==> config.mk <==
export PLATFORM = sky130hd
export DESIGN_NAME = pll_reset_sequencer_flat
export DESIGN_NICKNAME = d
export VERILOG_FILES = /design/src/rtl/pll_reset_sequencer_if.sv /design/src/rtl/pll_reset_sequencer.sv /design/src/flat_wrapper.sv
export SDC_FILE = /design/constraint.sdc
export NUM_CORES = 1
export LEC_CHECK = 0
export CAP_MARGIN = 40
export CORE_MARGIN = 5
export CORE_UTILIZATION = 40
export DETAILED_ROUTE_END_ITERATION = 8
export PLACE_DENSITY = 0.59
export SLEW_MARGIN = 5
export SYNTH_ARGS = -nofsm -noshare
export SYNTH_HDL_FRONTEND = slang
export SYNTH_SLANG_ARGS = --single-unit
export TNS_END_PERCENT = 1
==> constraint.sdc <==
create_clock -name clk -period 3.3 [get_ports clk]
set_clock_uncertainty 0.05 [all_clocks]
set_input_delay 0.825 -clock clk [delete_from_list [all_inputs] [get_ports clk]]
set_output_delay 0.825 -clock clk [all_outputs]
set_load 0.01 [all_outputs]
==> src/rtl/pll_reset_sequencer_if.sv <==
// Purpose: groups the PLL lock input, fault clear and reset/status outputs of the sequencer.
// Latency: none, wiring only.
// Backpressure: none, all signals are level or single-cycle strobes.
interface pll_reset_sequencer_if;
    logic       pll_lock;
    logic       lost_clr;
    logic       rst_core;
    logic       rst_periph;
    logic       ready;
    logic       tick;
    logic       lock_lost;
    logic [1:0] state;

    // Sequencer side: consumes lock and clear, drives resets and status.
    modport slave (
        input  pll_lock,
        input  lost_clr,
        output rst_core,
        output rst_periph,
        output ready,
        output tick,
        output lock_lost,
        output state
    );

    // Environment side: drives lock and clear, observes resets and status.
    modport master (
        output pll_lock,
        output lost_clr,
        input  rst_core,
        input  rst_periph,
        input  ready,
        input  tick,
        input  lock_lost,
        input  state
    );
endinterface

==> src/rtl/pll_reset_sequencer.sv <==
// Purpose: qualifies PLL lock, releases core then peripheral reset, generates a run-time tick.
// Latency: core reset released SYNC_STAGES+1+LOCK_STABLE_CYCLES edges after lock is first sampled.
// Backpressure: none; any lock drop immediately re-enters qualification.
module pll_reset_sequencer #(
    parameter int SYNC_STAGES        = 2,
    parameter int LOCK_STABLE_CYCLES = 1024,
    parameter int PERIPH_DELAY       = 16,
    parameter int TICK_DIV           = 12000
) (
    input  logic                  clk,
    input  logic                  rst,
    pll_reset_sequencer_if.slave  bus
);

    localparam int CNT_MAX = (LOCK_STABLE_CYCLES > PERIPH_DELAY) ? LOCK_STABLE_CYCLES : PERIPH_DELAY;
    localparam int CNT_W   = $clog2(CNT_MAX + 1);
    localparam int TCNT_W  = $clog2(TICK_DIV);

    localparam logic [CNT_W-1:0]  STABLE_LAST = CNT_W'(LOCK_STABLE_CYCLES - 1);
    localparam logic [CNT_W-1:0]  PERIPH_LAST = CNT_W'(PERIPH_DELAY - 1);
    localparam logic [TCNT_W-1:0] TICK_LAST   = TCNT_W'(TICK_DIV - 1);

    typedef enum logic [1:0] {
        WAIT_LOCK  = 2'd0,
        STABLE     = 2'd1,
        REL_PERIPH = 2'd2,
        RUN        = 2'd3
    } state_t;

    logic [SYNC_STAGES-1:0] sync_q;
    logic                   lock_s;
    state_t                 state_q, state_d;
    logic [CNT_W-1:0]       cnt_q, cnt_d;
    logic [TCNT_W-1:0]      tcnt_q, tcnt_d;
    logic                   tick_q, tick_d;
    logic                   lost_q, lost_d;
    logic                   set_lost;

    assign lock_s = sync_q[SYNC_STAGES-1];

    // Lock synchroniser: the only place pll_lock is sampled.
    always_ff @(posedge clk) begin
        if (rst) begin
            sync_q <= '0;
        end else begin
            sync_q <= {sync_q[SYNC_STAGES-2:0], bus.pll_lock};
        end
    end

    // State, counters, tick strobe and sticky fault flag.
    always_ff @(posedge clk) begin
        if (rst) begin
            state_q <= WAIT_LOCK;
            cnt_q   <= '0;
            tcnt_q  <= '0;
            tick_q  <= 1'b0;
            lost_q  <= 1'b0;
        end else begin
            state_q <= state_d;
            cnt_q   <= cnt_d;
            tcnt_q  <= tcnt_d;
            tick_q  <= tick_d;
            lost_q  <= lost_d;
        end
    end

    // Next-state logic; any lock drop returns to WAIT_LOCK, flagging a fault once the core is out of reset.
    always_comb begin
        state_d  = state_q;
        cnt_d    = cnt_q;
        tcnt_d   = tcnt_q;
        set_lost = 1'b0;
        unique case (state_q)
            WAIT_LOCK: begin
                if (lock_s) begin
                    state_d = STABLE;
                    cnt_d   = '0;
                end
            end
            STABLE: begin
                if (!lock_s) begin
                    state_d = WAIT_LOCK;
                    cnt_d   = '0;
                end else if (cnt_q == STABLE_LAST) begin
                    state_d = REL_PERIPH;
                    cnt_d   = '0;
                end else begin
                    cnt_d = cnt_q + CNT_W'(1);
                end
            end
            REL_PERIPH: begin
                if (!lock_s) begin
                    state_d  = WAIT_LOCK;
                    cnt_d    = '0;
                    set_lost = 1'b1;
                end else if (cnt_q == PERIPH_LAST) begin
                    state_d = RUN;
                    cnt_d   = '0;
                    tcnt_d  = '0;
                end else begin
                    cnt_d = cnt_q + CNT_W'(1);
                end
            end
            RUN: begin
                if (!lock_s) begin
                    state_d  = WAIT_LOCK;
                    tcnt_d   = '0;
                    set_lost = 1'b1;
                end else if (tcnt_q == TICK_LAST) begin
                    tcnt_d = '0;
                end else begin
                    tcnt_d = tcnt_q + TCNT_W'(1);
                end
            end
            default: begin
                state_d = WAIT_LOCK;
            end
        endcase
    end

    // Tick qualified by live lock so it never fires on the edge that leaves RUN; set beats clear on the fault flag.
    always_comb begin
        tick_d = (state_q == RUN) && lock_s && (tcnt_q == TICK_LAST);
        if (set_lost) begin
            lost_d = 1'b1;
        end else if (bus.lost_clr) begin
            lost_d = 1'b0;
        end else begin
            lost_d = lost_q;
        end
    end

    // Moore output decode from the state register.
    always_comb begin
        bus.rst_core   = (state_q == WAIT_LOCK) || (state_q == STABLE);
        bus.rst_periph = (state_q != RUN);
        bus.ready      = (state_q == RUN);
        bus.tick       = tick_q;
        bus.lock_lost  = lost_q;
        bus.state      = state_q;
    end

endmodule

==> src/flat_wrapper.sv <==
// flat-port wrapper written by rule: the top's interface ports become plain ports
module pll_reset_sequencer_flat 
#(
    parameter int SYNC_STAGES        = 2,
    parameter int LOCK_STABLE_CYCLES = 1024,
    parameter int PERIPH_DELAY       = 16,
    parameter int TICK_DIV           = 12000
)
  (clk, rst, bus_pll_lock, bus_lost_clr, bus_rst_core, bus_rst_periph, bus_ready, bus_tick, bus_lock_lost, bus_state);
  pll_reset_sequencer_if bus_i ();
  input  logic clk;
  input  logic rst;
  input wire logic [$bits(bus_i.pll_lock)-1:0] bus_pll_lock;
  input wire logic [$bits(bus_i.lost_clr)-1:0] bus_lost_clr;
  output wire logic [$bits(bus_i.rst_core)-1:0] bus_rst_core;
  output wire logic [$bits(bus_i.rst_periph)-1:0] bus_rst_periph;
  output wire logic [$bits(bus_i.ready)-1:0] bus_ready;
  output wire logic [$bits(bus_i.tick)-1:0] bus_tick;
  output wire logic [$bits(bus_i.lock_lost)-1:0] bus_lock_lost;
  output wire logic [$bits(bus_i.state)-1:0] bus_state;
  assign bus_i.pll_lock = bus_pll_lock;
  assign bus_i.lost_clr = bus_lost_clr;
  assign bus_rst_core = bus_i.rst_core;
  assign bus_rst_periph = bus_i.rst_periph;
  assign bus_ready = bus_i.ready;
  assign bus_tick = bus_i.tick;
  assign bus_lock_lost = bus_i.lock_lost;
  assign bus_state = bus_i.state;
  pll_reset_sequencer #(.SYNC_STAGES(SYNC_STAGES), .LOCK_STABLE_CYCLES(LOCK_STABLE_CYCLES), .PERIPH_DELAY(PERIPH_DELAY), .TICK_DIV(TICK_DIV)) u_core (.clk(clk), .rst(rst), .bus(bus_i));
endmodule
==> results.md <==
* Avg Inst Size Synth at 8.95 um2
* Crit end category: register
* Remaining antenna violation count at 0
* RSZ-0062 raised after global routing: no
* Worst-Margin Slew at 0.681 ns
* Clock sink count at 31
* Top Layer Used: met4
* Final Hold Viols at 0
* Fmax at 366 MHz
* # rows at 23
* Inserted Clock Buffers at 5
* Largest net degree at the start of global routing at 21
* Worst Hold Class: reg -> reg
* First-pass GRT wire length at 5980 um
* 1st-iter DRT viols at 99
* Static Leak at 0.000631 uW
* WL final at 3300 um
* CTS clk-pin slew, worst paths at 0.06 ns
* Post-synth EDFFs at 0
* Synth area leaders: dfxtp_1, xnor2_1, a2111oi_4
* # diodes at 0
* CTS tree: built
* Gate Count Post-Synth at 182
* Share of layout cells above drive strength 1 at 8.72%
* MaxCap Viol Count at 0
* Clk Latency, worst-skew pair at 0.29 ns
* Crit Path Category: reg -> reg
* Drt wl/cell at 13.5 um
* Seq cells post-synth at 31
* Critical Path RT at 3.39 ns
* Met2 wire len at 1560 um
* Initial Util at 41.0%
* Post-CTS Setup Repair Bufs at 0
* Hold Buf Count CTS at 0
* Hpwl dp at 2350 um
* VDD IR max at 0.000198 V
* Crit path DAT at 2.82 ns
* R2R cell count at 6
* Crit path max fanout at 8
* Worst path depth at 6
* Kind of start point of the critical path: register
* Buf+Inv Stages, Crit Path at 0
* Hold_ws at 0.394 ns
* FF-to-FF setup slack at 0.57 ns
* Gr ovfl total at 0
* CP cell instances: ha_1, or4b_4, o311ai_0, o21ai_0, a21oi_1, nor3_1
* Post-synthesis sequential area ratio at 38.1%
* Slew Viols, Final at 0
* Synth Flop Type: dfxtp_1
* Worst slew margin at 54.2%
* Gr usage total at 14.3%
* Dominant delay contributor by cell family on the critical path: compound AO/OA/AOI/OAI gates
* Routability cong. at 0.824
* Final nets at 204
* Die width at 73.8 um
* CP Capture Point: u_core.cnt_q[7]
* Initial antenna violation count at 0
* I/O Buffers at 10
* Synth top area share at 38.1%
* Worst reg2reg startpoint: u_core.cnt_q[0]
* Area growth syn-to-layout at 14.5%
* Post-CTS sizing at 0
* CTS Buffer Depth at 2
* Metal-1 WL at 1520 um
* Outcome: finished clean
* CP peak stage delay at 0.61 ns
* Total negative slack at 0 ns
* Cell taking the most area after synthesis: dfxtp_1
* IO Count at 11
* Part of the cycle the worst path needs at 82.7%
* Avg Vias per Cell at 5.41
* Number of global-route vias before repair at 1304
* Chip Height at 73.8 um
* Synth unique cells at 38
* Via count of the routed design at 1326
* Max H-tree Level at 2
* 1st-pass router iterations at 4
* FFs w/ async S/R, synth at 0%
* Setup crit start: u_core.cnt_q[0]
* Synth Net Count at 192
* Yosys warning count at 0
* R2r endpoint: u_core.cnt_q[7]
* Hold wc startpoint: u_core.sync_q[0]
* Root Driver: clkbuf_8
* Layout fillers at 372
* Crit-path slowest cell: a21oi_1
* Drt drc at 0
* Core ar. at 3970 um2
* Final min period at 2.73 ns
* Met3 WL post-DR at 137 um
* Synth Cell Area at 1630 um2
* Die ar. at 5450 um2
* Final setup fails at 0
* Pwr Density at 414 nW/um2
per-stage QoR:
stage | utilization [%] | instances | total power (uW) | setup slack, ns | area, um2
floorplan | - | 182 | 430 | 0.957 | 1630
global placement | 44.5 | 237 | 448 | 0.668 | 1770
detailed placement | 44.5 | 237 | 450 | 0.591 | 1770
CTS | 47.0 | 245 | 784 | 0.577 | 1870
global route | 47.0 | 245 | 809 | 0.375 | 1870
finish | 47.0 | 245 | 773 | 0.570 | 1870
area by class of cell:
class | count | area [um2] | share of cell area (%)
Sequential cell | 31 | 621 | 33.3
Multi-Input combinational cell | 140 | 956 | 51.2
Timing Repair Buffer | 11 | 108 | 5.77
Clock buffer | 8 | 100 | 5.37
Inverter | 5 | 18.8 | 1.01
Tap cell | 50 | 62.6 | 3.35
synth_stat cells (3+ instances only):
cell / n
a211oi_1: 4
inv_1: 5
clkbuf_1: 3
nor2_1: 18
nand3_1: 9
nor3_1: 13
nand2b_1: 4
xnor2_1: 13
xor2_1: 9
ha_1: 6
and3_1: 6
dfxtp_1: 31
nand2_1: 15
nand4_1: 6
o21ai_0: 3
a21oi_1: 8
a2111oi_4: 3
cells by family after synthesis:
| logic type | Yosys count | share of synthesized area (%) |
|---|---|---|
| buffers and inverters | 11 | 3.23 |
| xor gates and xnor gates | 22 | 11.8 |
| AOI/OAI and AO/OA | 25 | 13.7 |
| and+or+nand+nor | 84 | 26.6 |
| muxes | 3 | 1.92 |
| DFF | 31 | 38.1 |
| adders and majority gates | 6 | 4.61 |
cell usage in the layout (no fill, tap or decap), types with 2 or more instances in the layout:
cell,netlist,layout
nand4_1,6,6
nor3_1,13,13
nor4_1,2,2
clkbuf_8,0,7
xor2_1,9,9
clkdlybuf4s50_1,0,10
mux2i_1,2,2
a21oi_1,8,8
xnor2_1,13,13
ha_1,6,6
nor2_1,18,18
dfxtp_1,31,31
o2111ai_1,2,2
nand2_1,15,15
a211oi_1,4,4
nand3_1,9,9
nor2_2,2,2
and3_1,6,6
nor2b_1,2,2
inv_1,5,5
o21ai_0,3,3
nand2b_1,4,4
a2111oi_4,3,3
worst min path at each step:
stage | endpoint | cells after the start
floorplan | u_core.sync_q[1] | 1
finish | u_core.sync_q[1] | 1
detailed placement | u_core.sync_q[1] | 1
global route | u_core.sync_q[1] | 1
global placement | u_core.sync_q[1] | 1
CTS | u_core.sync_q[1] | 1
layer usage:
layer | GRT usage [%] | vias up
li1 | - | 674
met1 | 16.6 | 624
met2 | 22.6 | 18
met3 | 5.34 | 10
met4 | 7.85 | 0
met5 | 0 | -
where the power goes:
part           switching (uW)  internal [uW]
clock                     140            190
sequential               5.62            379
combinational            32.1           26.2
total                     178            595
sequential cells by signal (all words and copies together), names as in the netlist:
register,flops
u_core.tcnt_q,14
u_core.cnt_q,11
u_core.bus.state,2
u_core.sync_q,2
u_core.bus.lock_lost,1
u_core.bus.tick,1
Power figures use the tool's default switching activity.
